[src/rtl/pipe_stage_hs_pkg.sv]
// rtl/pipe_stage_hs_pkg.sv - shared widths, exception bit indices, payload type and stage state encoding
package pipe_stage_hs_pkg;

  localparam int XLEN          = 32;
  localparam int PC_WIDTH      = 32;
  localparam int REG_IDX_WIDTH = 5;
  localparam int EXCP_W        = 6;

  // Exception flag bit positions inside the per-stage exception vector
  localparam int EXCP_MISALIGN = 0;
  localparam int EXCP_BUS_ERR  = 1;
  localparam int EXCP_ILLEGAL  = 2;
  localparam int EXCP_ECALL    = 3;
  localparam int EXCP_EBREAK   = 4;
  localparam int EXCP_MRET     = 5;

  // Example boundary payload; stages pack their own struct and pass $bits() as DW
  typedef struct packed {
    logic [PC_WIDTH-1:0]      pc;
    logic [REG_IDX_WIDTH-1:0] rd_idx;
    logic                     rd_en;
    logic [XLEN-1:0]          wdata;
  } wb_payload_t;

  localparam int WB_PAYLOAD_W = $bits(wb_payload_t);

  // Stage occupancy encoded as {skid_v, main_v}
  typedef enum logic [1:0] {
    ST_EMPTY = 2'b00,
    ST_ONE   = 2'b01,
    ST_FULL  = 2'b11
  } stage_state_e;

  // Decode the two slot valids into the stage state; a lone skid entry is
  // unreachable and is treated as FULL so up_ready stays low.
  function automatic stage_state_e state_of(input logic main_v, input logic skid_v);
    stage_state_e st;
    case ({skid_v, main_v})
      2'b00:   st = ST_EMPTY;
      2'b01:   st = ST_ONE;
      default: st = ST_FULL;
    endcase
    return st;
  endfunction

endpackage

[src/rtl/pipe_stage_hs_if.sv]
// rtl/pipe_stage_hs_if.sv - upstream/downstream handshake bundle of one pipeline boundary
interface pipe_stage_hs_if
  import pipe_stage_hs_pkg::*;
#(
  parameter int DW = 64,
  parameter int EW = EXCP_W
);

  logic          flush_i;
  logic          up_valid_i;
  logic          up_ready_o;
  logic [DW-1:0] up_data_i;
  logic [EW-1:0] up_excp_i;
  logic          dn_valid_o;
  logic          dn_ready_i;
  logic [DW-1:0] dn_data_o;
  logic [EW-1:0] dn_excp_o;
  logic          dn_excp_any_o;
  logic [1:0]    occ_o;

  // Stage side
  modport slave (
    input  flush_i, up_valid_i, up_data_i, up_excp_i, dn_ready_i,
    output up_ready_o, dn_valid_o, dn_data_o, dn_excp_o, dn_excp_any_o, occ_o
  );

  // Core/environment side driving the stage
  modport master (
    output flush_i, up_valid_i, up_data_i, up_excp_i, dn_ready_i,
    input  up_ready_o, dn_valid_o, dn_data_o, dn_excp_o, dn_excp_any_o, occ_o
  );

endinterface

[src/rtl/pipe_stage_hs_slot.sv]
// rtl/pipe_stage_hs_slot.sv - one pipeline entry: valid flop plus payload/exception flop
module pipe_stage_hs_slot
  import pipe_stage_hs_pkg::*;
#(
  parameter int DW          = 64,
  parameter int EW          = EXCP_W,
  parameter bit CLR_ON_KILL = 1'b1
) (
  input  logic          clk,
  input  logic          rst_n,
  input  logic          kill_i,
  input  logic          load_i,
  input  logic          drop_i,
  input  logic [DW-1:0] data_i,
  input  logic [EW-1:0] excp_i,
  output logic          valid_o,
  output logic [DW-1:0] data_o,
  output logic [EW-1:0] excp_o
);

  logic          valid_q, valid_d;
  logic [DW-1:0] data_q, data_d;
  logic [EW-1:0] excp_q, excp_d;

  // Next entry contents: kill beats load beats drop; payload moves only on load
  always_comb begin
    valid_d = valid_q;
    data_d  = data_q;
    excp_d  = excp_q;
    if (kill_i) begin
      valid_d = 1'b0;
      if (CLR_ON_KILL) begin
        data_d = '0;
        excp_d = '0;
      end
    end else if (load_i) begin
      valid_d = 1'b1;
      data_d  = data_i;
      excp_d  = excp_i;
    end else if (drop_i) begin
      valid_d = 1'b0;
    end
  end

  // Entry registers, cleared immediately by reset
  always_ff @(posedge clk or negedge rst_n) begin
    if (!rst_n) begin
      valid_q <= 1'b0;
      data_q  <= '0;
      excp_q  <= '0;
    end else begin
      valid_q <= valid_d;
      data_q  <= data_d;
      excp_q  <= excp_d;
    end
  end

  assign valid_o = valid_q;
  assign data_o  = data_q;
  assign excp_o  = excp_q;

endmodule

[src/rtl/pipe_stage_hs.sv]
// rtl/pipe_stage_hs.sv - pipeline-stage register with valid/ready handshake, flush and optional skid entry
module pipe_stage_hs
  import pipe_stage_hs_pkg::*;
#(
  parameter int DW          = 64,
  parameter int EW          = EXCP_W,
  parameter bit SKID        = 1'b1,
  parameter bit CLR_ON_KILL = 1'b1
) (
  input  logic            clk,
  input  logic            rst_n,
  pipe_stage_hs_if.slave  bus
);

  logic          main_v, skid_v;
  logic [DW-1:0] main_data, skid_data, main_src_data;
  logic [EW-1:0] main_excp, skid_excp, main_src_excp;
  logic          up_ready, up_xfer, dn_xfer;
  logic          main_load, main_drop, main_from_skid;
  logic          skid_load, skid_drop;
  stage_state_e  st_cur;

  // With a skid entry ready comes straight from a flop; without one the
  // register can refill in the same cycle it drains.
  assign up_ready = SKID ? ~skid_v : (~main_v | bus.dn_ready_i);
  assign up_xfer  = bus.up_valid_i & up_ready;
  assign dn_xfer  = main_v & bus.dn_ready_i;

  // Slot load/drop controls from the current occupancy and both handshakes
  always_comb begin
    main_load      = 1'b0;
    main_drop      = 1'b0;
    main_from_skid = 1'b0;
    skid_load      = 1'b0;
    skid_drop      = 1'b0;
    st_cur         = state_of(main_v, skid_v);
    case (st_cur)
      ST_EMPTY: main_load = up_xfer;
      ST_ONE: begin
        if (up_xfer && dn_xfer) begin
          main_load = 1'b1;
        end else if (up_xfer) begin
          skid_load = 1'b1;
        end else if (dn_xfer) begin
          main_drop = 1'b1;
        end
      end
      ST_FULL: begin
        if (dn_xfer) begin
          main_load      = 1'b1;
          main_from_skid = 1'b1;
          skid_drop      = 1'b1;
        end
      end
      default: ;
    endcase
  end

  // The head is refilled from the older skid entry before any new beat
  assign main_src_data = main_from_skid ? skid_data : bus.up_data_i;
  assign main_src_excp = main_from_skid ? skid_excp : bus.up_excp_i;

  pipe_stage_hs_slot #(
    .DW          (DW),
    .EW          (EW),
    .CLR_ON_KILL (CLR_ON_KILL)
  ) u_main (
    .clk     (clk),
    .rst_n   (rst_n),
    .kill_i  (bus.flush_i),
    .load_i  (main_load),
    .drop_i  (main_drop),
    .data_i  (main_src_data),
    .excp_i  (main_src_excp),
    .valid_o (main_v),
    .data_o  (main_data),
    .excp_o  (main_excp)
  );

  if (SKID) begin : g_skid
    pipe_stage_hs_slot #(
      .DW          (DW),
      .EW          (EW),
      .CLR_ON_KILL (CLR_ON_KILL)
    ) u_skid (
      .clk     (clk),
      .rst_n   (rst_n),
      .kill_i  (bus.flush_i),
      .load_i  (skid_load),
      .drop_i  (skid_drop),
      .data_i  (bus.up_data_i),
      .excp_i  (bus.up_excp_i),
      .valid_o (skid_v),
      .data_o  (skid_data),
      .excp_o  (skid_excp)
    );
  end else begin : g_no_skid
    assign skid_v    = 1'b0;
    assign skid_data = '0;
    assign skid_excp = '0;
  end

  assign bus.up_ready_o    = up_ready;
  assign bus.dn_valid_o    = main_v;
  assign bus.dn_data_o     = main_data;
  assign bus.dn_excp_o     = main_excp;
  assign bus.dn_excp_any_o = main_v & (|main_excp);
  assign bus.occ_o         = {1'b0, main_v} + {1'b0, skid_v};

endmodule

[src/flat_wrapper.sv]
// flat-port wrapper written by rule: the top's interface ports become plain ports
module pipe_stage_hs_flat import pipe_stage_hs_pkg::*;
#(
  parameter int DW          = 64,
  parameter int EW          = EXCP_W,
  parameter bit SKID        = 1'b1,
  parameter bit CLR_ON_KILL = 1'b1
)
  (clk, rst_n, bus_flush_i, bus_up_valid_i, bus_up_data_i, bus_up_excp_i, bus_dn_ready_i, bus_up_ready_o, bus_dn_valid_o, bus_dn_data_o, bus_dn_excp_o, bus_dn_excp_any_o, bus_occ_o);
  pipe_stage_hs_if #(.DW(DW), .EW(EW)) bus_i ();
  input  logic clk;
  input  logic rst_n;
  input wire logic [$bits(bus_i.flush_i)-1:0] bus_flush_i;
  input wire logic [$bits(bus_i.up_valid_i)-1:0] bus_up_valid_i;
  input wire logic [$bits(bus_i.up_data_i)-1:0] bus_up_data_i;
  input wire logic [$bits(bus_i.up_excp_i)-1:0] bus_up_excp_i;
  input wire logic [$bits(bus_i.dn_ready_i)-1:0] bus_dn_ready_i;
  output wire logic [$bits(bus_i.up_ready_o)-1:0] bus_up_ready_o;
  output wire logic [$bits(bus_i.dn_valid_o)-1:0] bus_dn_valid_o;
  output wire logic [$bits(bus_i.dn_data_o)-1:0] bus_dn_data_o;
  output wire logic [$bits(bus_i.dn_excp_o)-1:0] bus_dn_excp_o;
  output wire logic [$bits(bus_i.dn_excp_any_o)-1:0] bus_dn_excp_any_o;
  output wire logic [$bits(bus_i.occ_o)-1:0] bus_occ_o;
  assign bus_i.flush_i = bus_flush_i;
  assign bus_i.up_valid_i = bus_up_valid_i;
  assign bus_i.up_data_i = bus_up_data_i;
  assign bus_i.up_excp_i = bus_up_excp_i;
  assign bus_i.dn_ready_i = bus_dn_ready_i;
  assign bus_up_ready_o = bus_i.up_ready_o;
  assign bus_dn_valid_o = bus_i.dn_valid_o;
  assign bus_dn_data_o = bus_i.dn_data_o;
  assign bus_dn_excp_o = bus_i.dn_excp_o;
  assign bus_dn_excp_any_o = bus_i.dn_excp_any_o;
  assign bus_occ_o = bus_i.occ_o;
  pipe_stage_hs #(.DW(DW), .EW(EW), .SKID(SKID), .CLR_ON_KILL(CLR_ON_KILL)) u_core (.clk(clk), .rst_n(rst_n), .bus(bus_i));
endmodule
[config.mk]
export PLATFORM = sky130hd
export DESIGN_NAME = pipe_stage_hs_flat
export DESIGN_NICKNAME = d
export VERILOG_FILES = /design/src/rtl/pipe_stage_hs_pkg.sv /design/src/rtl/pipe_stage_hs_if.sv /design/src/rtl/pipe_stage_hs_slot.sv /design/src/rtl/pipe_stage_hs.sv /design/src/flat_wrapper.sv
export SDC_FILE = /design/constraint.sdc
export NUM_CORES = 1
export LEC_CHECK = 0
export CAP_MARGIN = 20
export CORE_MARGIN = 10
export CORE_UTILIZATION = 50
export CTS_BUF_LIST = sky130_fd_sc_hd__clkbuf_8 sky130_fd_sc_hd__clkbuf_16
export CTS_CLUSTER_SIZE = 30
export DETAILED_ROUTE_END_ITERATION = 12
export PLACE_DENSITY_LB_ADDON = 0.05
export SLEW_MARGIN = 20
export SYNTH_ARGS = -nofsm -noshare
export SYNTH_HDL_FRONTEND = slang
export SYNTH_SLANG_ARGS = --single-unit
export TNS_END_PERCENT = 50
[constraint.sdc]
create_clock -name clk -period 5.5 [get_ports clk]
set_clock_uncertainty 0.15 [all_clocks]
set_input_delay 0.55 -clock clk [delete_from_list [all_inputs] [get_ports clk]]
set_output_delay 0.55 -clock clk [all_outputs]
set_load 0.01 [all_outputs]
==> results.yml, run 1 <==
logic_synthesis:
  post_synth_num_cell_types: 23
  syn_nets: 680
  syn_avg_cell_area_um2: 11.0
  synthCells: 601
  ys_warn_count: 0
  yosysSeqAreaShare_pct: 53.7
  yosysTopAreaCell: "dfrtp_1"
  synth.area.top_cells: "dfrtp_1, nand3_1, a22o_1"
  synth-edff-count: 0
  ys_ff_latch: 142
  postSynth.asyncResetShare_pct: 100
  yosysMostFrequentCell: "dfrtp_1"
  synth.cells.most_frequent: "dfrtp_1, nand3_1, a22o_1, o2111ai_1, o211ai_1"
  synth_area_um2: 6620
  synth_ff_type: "dfrtp_1"
  synth_top_area_share_pct: 53.7
drt:
  drt_pass1_iterations: 5
  drc: 0
  wl_per_cell_um: 22.3
  dr.first_iter.drc_count: 590
  wl_um: 19500
  dr_total_vias: 5828
  via_per_inst: 6.65
  ant_nets: 0
power:
  seq_power_share_pct: 44.1
  ir_drop_mv: 0.224
  p_sw_uw: 734
  power.leakage_uw: 0.00345
  combPwrFrac_pct: 18.4
  clockPowerShare_pct: 37.5
  powerDensity_nw_per_um2: 311
  sw_frac_of_total_pct: 27.6
  p_int_uw: 1920
layout:
  finalNetCount: 774
  fill_cells: 975
  area_growth_pct: 29.1
  drive_above_1_share_pct: 6.11
  n_antenna_cell: 0
  stdcell_area_um2: 8550
  fin_cells: 876
global_routing:
  antenna_found_initial: 0
  grt_max_degree: 109
  grt_pass1_vias: 5710
  grt_usage_pct: 21.2
  grt_pass1_wl_um: 31400
  overflow: 0
clocking:
  cts-resized-gates: 0
  hold_buffers: 0
  cts_made_buffers: 17
  numClockSinks: 142
  cts.clk_slew.worst_paths_ps: 50
  cts_max_level: 4
  cts_buffer_depth: 2
  cts_tree: "yes"
  cts-root-buf: "clkbuf_16"
  postCtsSetupRepairBufs: 0
  worstSkewPairLatency_ps: 420
setup_path:
  cp-end-kind: "flop"
  startpoint_type: "primary input"
  critical_path_class: "primary input to flop"
  crit_arrival_ps: 3360
  cp_data_required_time_ps: 5700
  crit_fanout: 105
floorplan:
  rows: 41
  io_pins: 150
  die_w_um: 135
  coreArea_um2: 12800
  dieHeight_um: 135
  initial_core_util_pct: 51.8
  dieArea_um2: 18200
sta:
  fmax_mhz: 317
  worstMarginPinSlew_ps: 1030
  period_needed_ps: 3150
  rsz0062_at_grt: "no"
  tns_ps: 0
  finalMaxSlewViolations: 0
  slew_headroom_pct: 31.0
  setup_viol: 0
  fin_crit_sh_pct: 57.3
  fin_hold_ws_ps: 34.6
  setup_slack_ps: 2350
  hold_viol_final: 0
place:
  preCtsSetupSlack_ps: 1910
  dp_cells: 847
  gp_congestion: 0.796
  dp_hpwl_um: 11700
  post_dp_cell_area_um2: 8020
  io_buffers: 149
worst_hold_path:
  hp-class: "primary input to async pin"
run:
  maxCapViolCount: 0
run_status:
  status: "finished clean"
==> metal layers <==
layer  vias to the layer above  track usage (%)  wire length (um)
met3                        24             6.49              1320
met2                       222             32.6              9570
li1                       2592                -                 -
met5                         -                0                 0
met1                      2990             28.1              8320
met4                         0             6.82               299
==> worst paths after layout <==
path / cells past startpoint / start / to / slack (ps)
max in group asynchronous: 2 / rst_n / u_core.u_main.data_o[43] / 3970
min in group clk: 1 / u_core.g_skid.u_skid.data_o[60] / u_core.g_skid.u_skid.data_o[60] / 360
min: 1 / rst_n / u_core.u_main.data_o[59] / 30
min reg2reg: 1 / u_core.g_skid.u_skid.data_o[60] / u_core.g_skid.u_skid.data_o[60] / 360
max reg2reg: 6 / u_core.u_main.valid_o / u_core.u_main.data_o[48] / 2490
max: 5 / bus_flush_i / u_core.g_skid.u_skid.data_o[34] / 2350
==> state kept, by name, summed over array words and instances (netlist names) <==
register	count
u_core.g_skid.u_skid.data_o	64
u_core.u_main.data_o	64
u_core.g_skid.u_skid.excp_o	6
u_core.u_main.excp_o	6
u_core.g_skid.u_skid.valid_o	1
u_core.u_main.valid_o	1
==> through the flow <==
stage	utilization, %	power (uW)
global placement	62.8	1670
floorplan	-	1420
detailed placement	62.8	1680
global route	66.9	2760
CTS	66.7	2670
finish	66.9	2660
==> worst max-delay path: stages <==
cell and delay, ps:
clkdlybuf4s50_1 550, inv_6 560, and4_2 1050, buf_4 440
a22o_1 190
==> power groups by stage <==
| stage | registers [uW] | logic [uW] | clock network, uW |
|---|---|---|---|
| global placement | 1190 | 484 | 0 |
| detailed placement | 1190 | 490 | 0 |
| floorplan | 1200 | 224 | 0 |
| finish | 1170 | 490 | 997 |
| CTS | 1170 | 493 | 1000 |
| global route | 1180 | 530 | 1050 |
==> final cells by class <==
| class | instances | area (um2) | area share [%] |
|---|---|---|---|
| repair buffers | 160 | 1600 | 18.7 |
| flip-flops and latches | 142 | 3550 | 41.6 |
| multi-input cells | 371 | 2670 | 31.2 |
| clock buffers | 20 | 467 | 5.46 |
| well taps | 172 | 215 | 2.52 |
| clock inverters | 8 | 32.5 | 0.381 |
| inverters | 3 | 16.3 | 0.190 |
==> cells by family (layout without fill, tap and decap cells) <==
family	Yosys count	after routing	synth area share, %
adders and majority gates	4	4	0.756
and+or+nand+nor	151	151	11.7
DFF	142	142	53.7
buffers and inverters	88	191	6.67
AOI/OAI and AO/OA	216	216	27.2
==> placed cells by master, fill, tap and decap left out, drive strengths merged, types with 2 or more instances in the layout <==
| cell type | count |
|---|---|
| o211ai | 70 |
| nand2 | 3 |
| o2111ai | 70 |
| nand2b | 2 |
| clkdlybuf4s50 | 148 |
| a22o | 70 |
| inv | 9 |
| clkbuf | 20 |
| a21oi | 2 |
| nand3 | 140 |
| buf | 12 |
| dfrtp | 142 |
| clkinv | 2 |
| a31oi | 2 |
| ha | 4 |
Power figures use the tool's default switching activity.
==> run 2: changes to the inputs <==
CORE_UTILIZATION = 46   (was 50)
clock period = 2.54 ns   (was 5.5 ns; I/O delays follow)
==> run 2 against run 1 <==
Final cell count rose by 3.2%. Sequential cell count did not move. Via count fell by 0.94%. Critical path depth fell by 2. Utilization fell by 2.9 points. Clock-buffer cell count fell by 1. Critical path type is now flop to primary output.
==> results.yml, run 2 (synthesis results as in run 1) <==
sta:
  worstMarginPinSlew_ps: 535
  fmax_mhz: 449
  period_needed_ps: 2230
  fin_crit_sh_pct: 87.8
  slew_headroom_pct: 64.3
  tns_ps: 0
  finalMaxSlewViolations: 0
  fin_hold_ws_ps: 219
  hold_viol_final: 0
  rsz0062_at_grt: "no"
  setup_viol: 0
setup_path:
  crit_fanout: 5
  cp-end-kind: "primary output"
  reg2reg_to: "u_core.u_main.data_o[54]"
  rr_worst_depth: 6
  critical_path_class: "flop to primary output"
  startpoint_type: "flop"
  cp_data_required_time_ps: 2140
  regToRegSetupSlack_ps: 350
  reg2reg_from: "u_core.g_skid.u_skid.valid_o"
  crit_arrival_ps: 1830
floorplan:
  rows: 43
  dieArea_um2: 19600
  io_pins: 150
  dieHeight_um: 140
  initial_core_util_pct: 47.3
  die_w_um: 140
  coreArea_um2: 14000
drt:
  via_per_inst: 6.39
  wl_um: 19900
  dr_total_vias: 5773
  drc: 0
  dr.first_iter.drc_count: 515
  ant_nets: 0
  wl_per_cell_um: 22.0
  drt_pass1_iterations: 5
run:
  maxCapViolCount: 0
power:
  seq_power_share_pct: 39.1
  clockPowerShare_pct: 43.6
  p_sw_uw: 1660
  sw_frac_of_total_pct: 25.6
  ir_drop_mv: 0.475
  p_int_uw: 4820
  power.leakage_uw: 0.00362
  powerDensity_nw_per_um2: 723
  combPwrFrac_pct: 17.3
clocking:
  cts-resized-gates: 0
  cts.clk_slew.worst_paths_ps: 60
  cts_tree: "yes"
  cts-root-buf: "clkbuf_16"
  cts_max_level: 4
  worstSkewPairLatency_ps: 410
  cts_buffer_depth: 2
  numClockSinks: 142
  cts_made_buffers: 17
  postCtsSetupRepairBufs: 0
layout:
  drive_above_1_share_pct: 9.12
  stdcell_area_um2: 8960
  final_util_pct: 64.0
  final_common_cell: "clkdlybuf4s50_1"
  area_growth_pct: 35.3
  final_cell_mix: "clkdlybuf4s50_1, dfrtp_1, nand3_1"
  finalNetCount: 790
  n_antenna_cell: 0
global_routing:
  grt_pass1_vias: 5953
  grt_pass1_wl_um: 32500
  overflow: 0
  antenna_found_initial: 0
  grt_max_degree: 97
  grt_usage_pct: 20.0
run_status:
  status: "finished clean"
worst_hold_path:
  hp-class: "primary input to async pin"
place:
  post_dp_cell_area_um2: 8270
  dp_hpwl_um: 12200
  io_buffers: 149
  gp_congestion: 0.802
[run 2: changes by cell type in the layout (fill, tap and decap cells not counted), sizes merged]
cell | before | now
clkbuf | 20 | 19
clkinvlp | 0 | 1
buf | 12 | 27
inv | 9 | 5
bufinv | 0 | 6
dlygate4sd3 | 0 | 1
clkinv | 2 | 4
[run 2: routing by layer]
| metal | up-vias | part of all wire [%] | GRT usage (%) |
|---|---|---|---|
| li1 | 2617 | - | - |
| met1 | 2932 | 43 | 25.6 |
| met2 | 196 | 49 | 32.0 |
| met3 | 28 | 6.1 | 5.17 |
| met4 | 0 | 1.5 | 6.79 |
| met5 | - | 0 | 0 |
[run 2: how the worst max path moves through the flow]
stage	start	end	slack [ps]
2_1_floorplan	u_core.u_main.valid_o	u_core.u_main.data_o[0]	660
3_3_place_gp	bus_flush_i	u_core.u_main.data_o[50]	460
3_5_place_dp	u_core.g_skid.u_skid.valid_o	u_core.u_main.data_o[58]	360
4_1_cts	u_core.u_main.valid_o	bus_occ_o[0]	280
5_1_grt	u_core.g_skid.u_skid.valid_o	u_core.u_main.data_o[54]	200
6_report	u_core.g_skid.u_skid.valid_o	bus_occ_o[0]	310
[run 2: through the flow]
stage	instances	total power, uW	setup WS [ps]
after floorplan	601	3080	662
after global placement	871	3670	458
after detailed placement	871	3700	363
after CTS	904	6530	276
after global routing	904	6730	199
final	904	6470	311
[run 2: critical path, stage by stage, from the launching register on]
cell             delay (ps)
dfrtp_1                 430
inv_1                   120
ha_1                    310
clkdlybuf4s50_1         540
[run 2: timing repair]
action	4_1_cts	5_1_grt
hold buffers	1	0
setup endpoints to repair	0	0
hold endpoints to repair	52	0
[run 2: layout make-up]
| class | count | area, um2 |
|---|---|---|
| clock buffer | 19 | 453 |
| clock inverter | 13 | 219 |
| fill | 1114 | 5030 |
| inverter | 3 | 16.3 |
| multi-input combinational | 371 | 2670 |
| sequential | 142 | 3550 |
| tap | 180 | 225 |
| timing repair buffer | 176 | 1820 |
[run 2: power groups by stage]
stage               Combinational [uW]  Clock [uW]  Sequential [uW]
floorplan                          485           0             2600
global placement                  1110           0             2560
detailed placement                1130           0             2570
CTS                               1140        2860             2530
global route                      1210        2960             2550
finish                            1120        2820             2530
==> run 3: changes to the inputs <==
MAX_ROUTING_LAYER = met4   (was default)
==> run 3 against run 2 <==
Worst hold slack improved by 6.8 ps. Clock-buffer cell count did not move. Combinational power barely moved. Sequential cell count did not move. First-iteration DRC count fell by 10%. Final area did not move. Critical path type unchanged.
==> results.yml, run 3 (synthesis results as in run 1) <==
setup_path:
  worst-path-buf-inv: 2
  cp-end-kind: "primary output"
  critical_path_class: "flop to primary output"
  cp_slowest_cell: "clkdlybuf4s50_1"
  cp_data_required_time_ps: 2140
  crit_fanout: 5
  cpLargestDelayFamily: "buffers and inverters"
  crit_arrival_ps: 1830
  cp_cell_sequence: "inv_1 > ha_1 > clkdlybuf4s50_1"
  startpoint_type: "flop"
  cp_slowest_stage_delay_ps: 550
global_routing:
  grt_usage_pct: 20.5
  antenna_found_initial: 0
  grt_pass1_vias: 5954
  grt_max_degree: 97
  overflow: 0
  grt_pass1_wl_um: 32500
floorplan:
  die_w_um: 140
  io_pins: 150
  dieArea_um2: 19600
  rows: 43
  dieHeight_um: 140
  coreArea_um2: 14000
  initial_core_util_pct: 47.3
drt:
  drc: 0
  wl_um: 19900
  dr.first_iter.drc_count: 462
  wl_per_cell_um: 22.0
  dr_total_vias: 5730
  drt_pass1_iterations: 5
  via_per_inst: 6.34
  ant_nets: 0
power:
  sw_frac_of_total_pct: 25.6
  combPwrFrac_pct: 17.3
  ir_drop_mv: 0.473
  p_sw_uw: 1650
  powerDensity_nw_per_um2: 723
  clockPowerShare_pct: 43.6
  seq_power_share_pct: 39.1
  power.leakage_uw: 0.00362
  p_int_uw: 4820
sta:
  rsz0062_at_grt: "no"
  fin_hold_ws_ps: 226
  tns_ps: 0
  worstMarginPinSlew_ps: 522
  period_needed_ps: 2230
  hold_viol_final: 0
  fin_crit_sh_pct: 87.9
  slew_headroom_pct: 65.2
  finalMaxSlewViolations: 0
  setup_viol: 0
  setup_slack_ps: 309
  fmax_mhz: 448
worst_hold_path:
  hp-class: "primary input to async pin"
place:
  io_buffers: 149
  dp_cells: 871
  preCtsSetupSlack_ps: 363
  gp_congestion: 0.814
  dp_hpwl_um: 12200
layout:
  drive_above_1_share_pct: 9.12
  n_antenna_cell: 0
  final_common_cell: "clkdlybuf4s50_1"
  final_util_pct: 64.0
  fill_cells: 1114
  final_cell_mix: "clkdlybuf4s50_1, dfrtp_1, nand3_1"
  fin_cells: 904
  finalNetCount: 790
  area_growth_pct: 35.3
clocking:
  postCtsSetupRepairBufs: 0
  worstSkewPairLatency_ps: 410
  cts_made_buffers: 17
  cts_max_level: 4
  cts.clk_slew.worst_paths_ps: 60
  cts_buffer_depth: 2
  numClockSinks: 142
  cts_tree: "yes"
  cts-root-buf: "clkbuf_16"
run_status:
  status: "finished clean"
run:
  maxCapViolCount: 0
==> run 3: per-layer routing <==
metal | vias to the layer above | GRT usage, % | routed length [um]
met1 | 2892 | 26.0 | 8640
met3 | 27 | 4.43 | 1050
li1 | 2622 | - | -
met4 | 0 | 6.79 | 316
met2 | 189 | 32.0 | 9840
met5 | - | - | 0
==> run 3: final cells by class <==
type | count | area [um2] | share of cell area (%)
sequential | 142 | 3550 | 39.7
tap | 180 | 225 | 2.51
inverter | 3 | 16.3 | 0.182
timing repair buffer | 176 | 1820 | 20.4
clock buffer | 19 | 453 | 5.06
clock inverter | 13 | 219 | 2.44
multi-input combinational | 371 | 2670 | 29.8
==> run 3: worst paths after layout <==
kind	startpoint	end	slack, ps	cells past startpoint
min	rst_n	u_core.u_main.data_o[61]	230	2
min reg2reg	u_core.g_skid.u_skid.data_o[59]	u_core.g_skid.u_skid.data_o[59]	360	1
min in group clk	bus_up_data_i[8]	u_core.u_main.data_o[8]	310	3
max	u_core.g_skid.u_skid.valid_o	bus_occ_o[0]	310	3
max reg2reg	u_core.g_skid.u_skid.valid_o	u_core.u_main.data_o[2]	370	6
max in group asynchronous	rst_n	u_core.g_skid.u_skid.data_o[22]	1330	3
==> run 3: per-stage QoR <==
step	power, uW	cell area (um2)
finish	6470	8960
global route	6720	8960
CTS	6530	8960
detailed placement	3700	8270
global placement	3670	8270
floorplan	3080	6620
==> run 3: power by group through the flow <==
| stage | logic (uW) | clock network [uW] | registers (uW) |
|---|---|---|---|
| 2_1_floorplan | 485 | 0 | 2600 |
| 3_3_place_gp | 1110 | 0 | 2560 |
| 3_5_place_dp | 1130 | 0 | 2570 |
| 4_1_cts | 1140 | 2860 | 2530 |
| 5_1_grt | 1210 | 2960 | 2550 |
| 6_report | 1120 | 2820 | 2530 |
==> run 3: what timing repair did <==
item | 4_1_cts | 5_1_grt
hold buffers | 1 | 0
setup endpoints to repair | 0 | 0
gates resized for setup | 0 | 0
hold endpoints to repair | 52 | 0
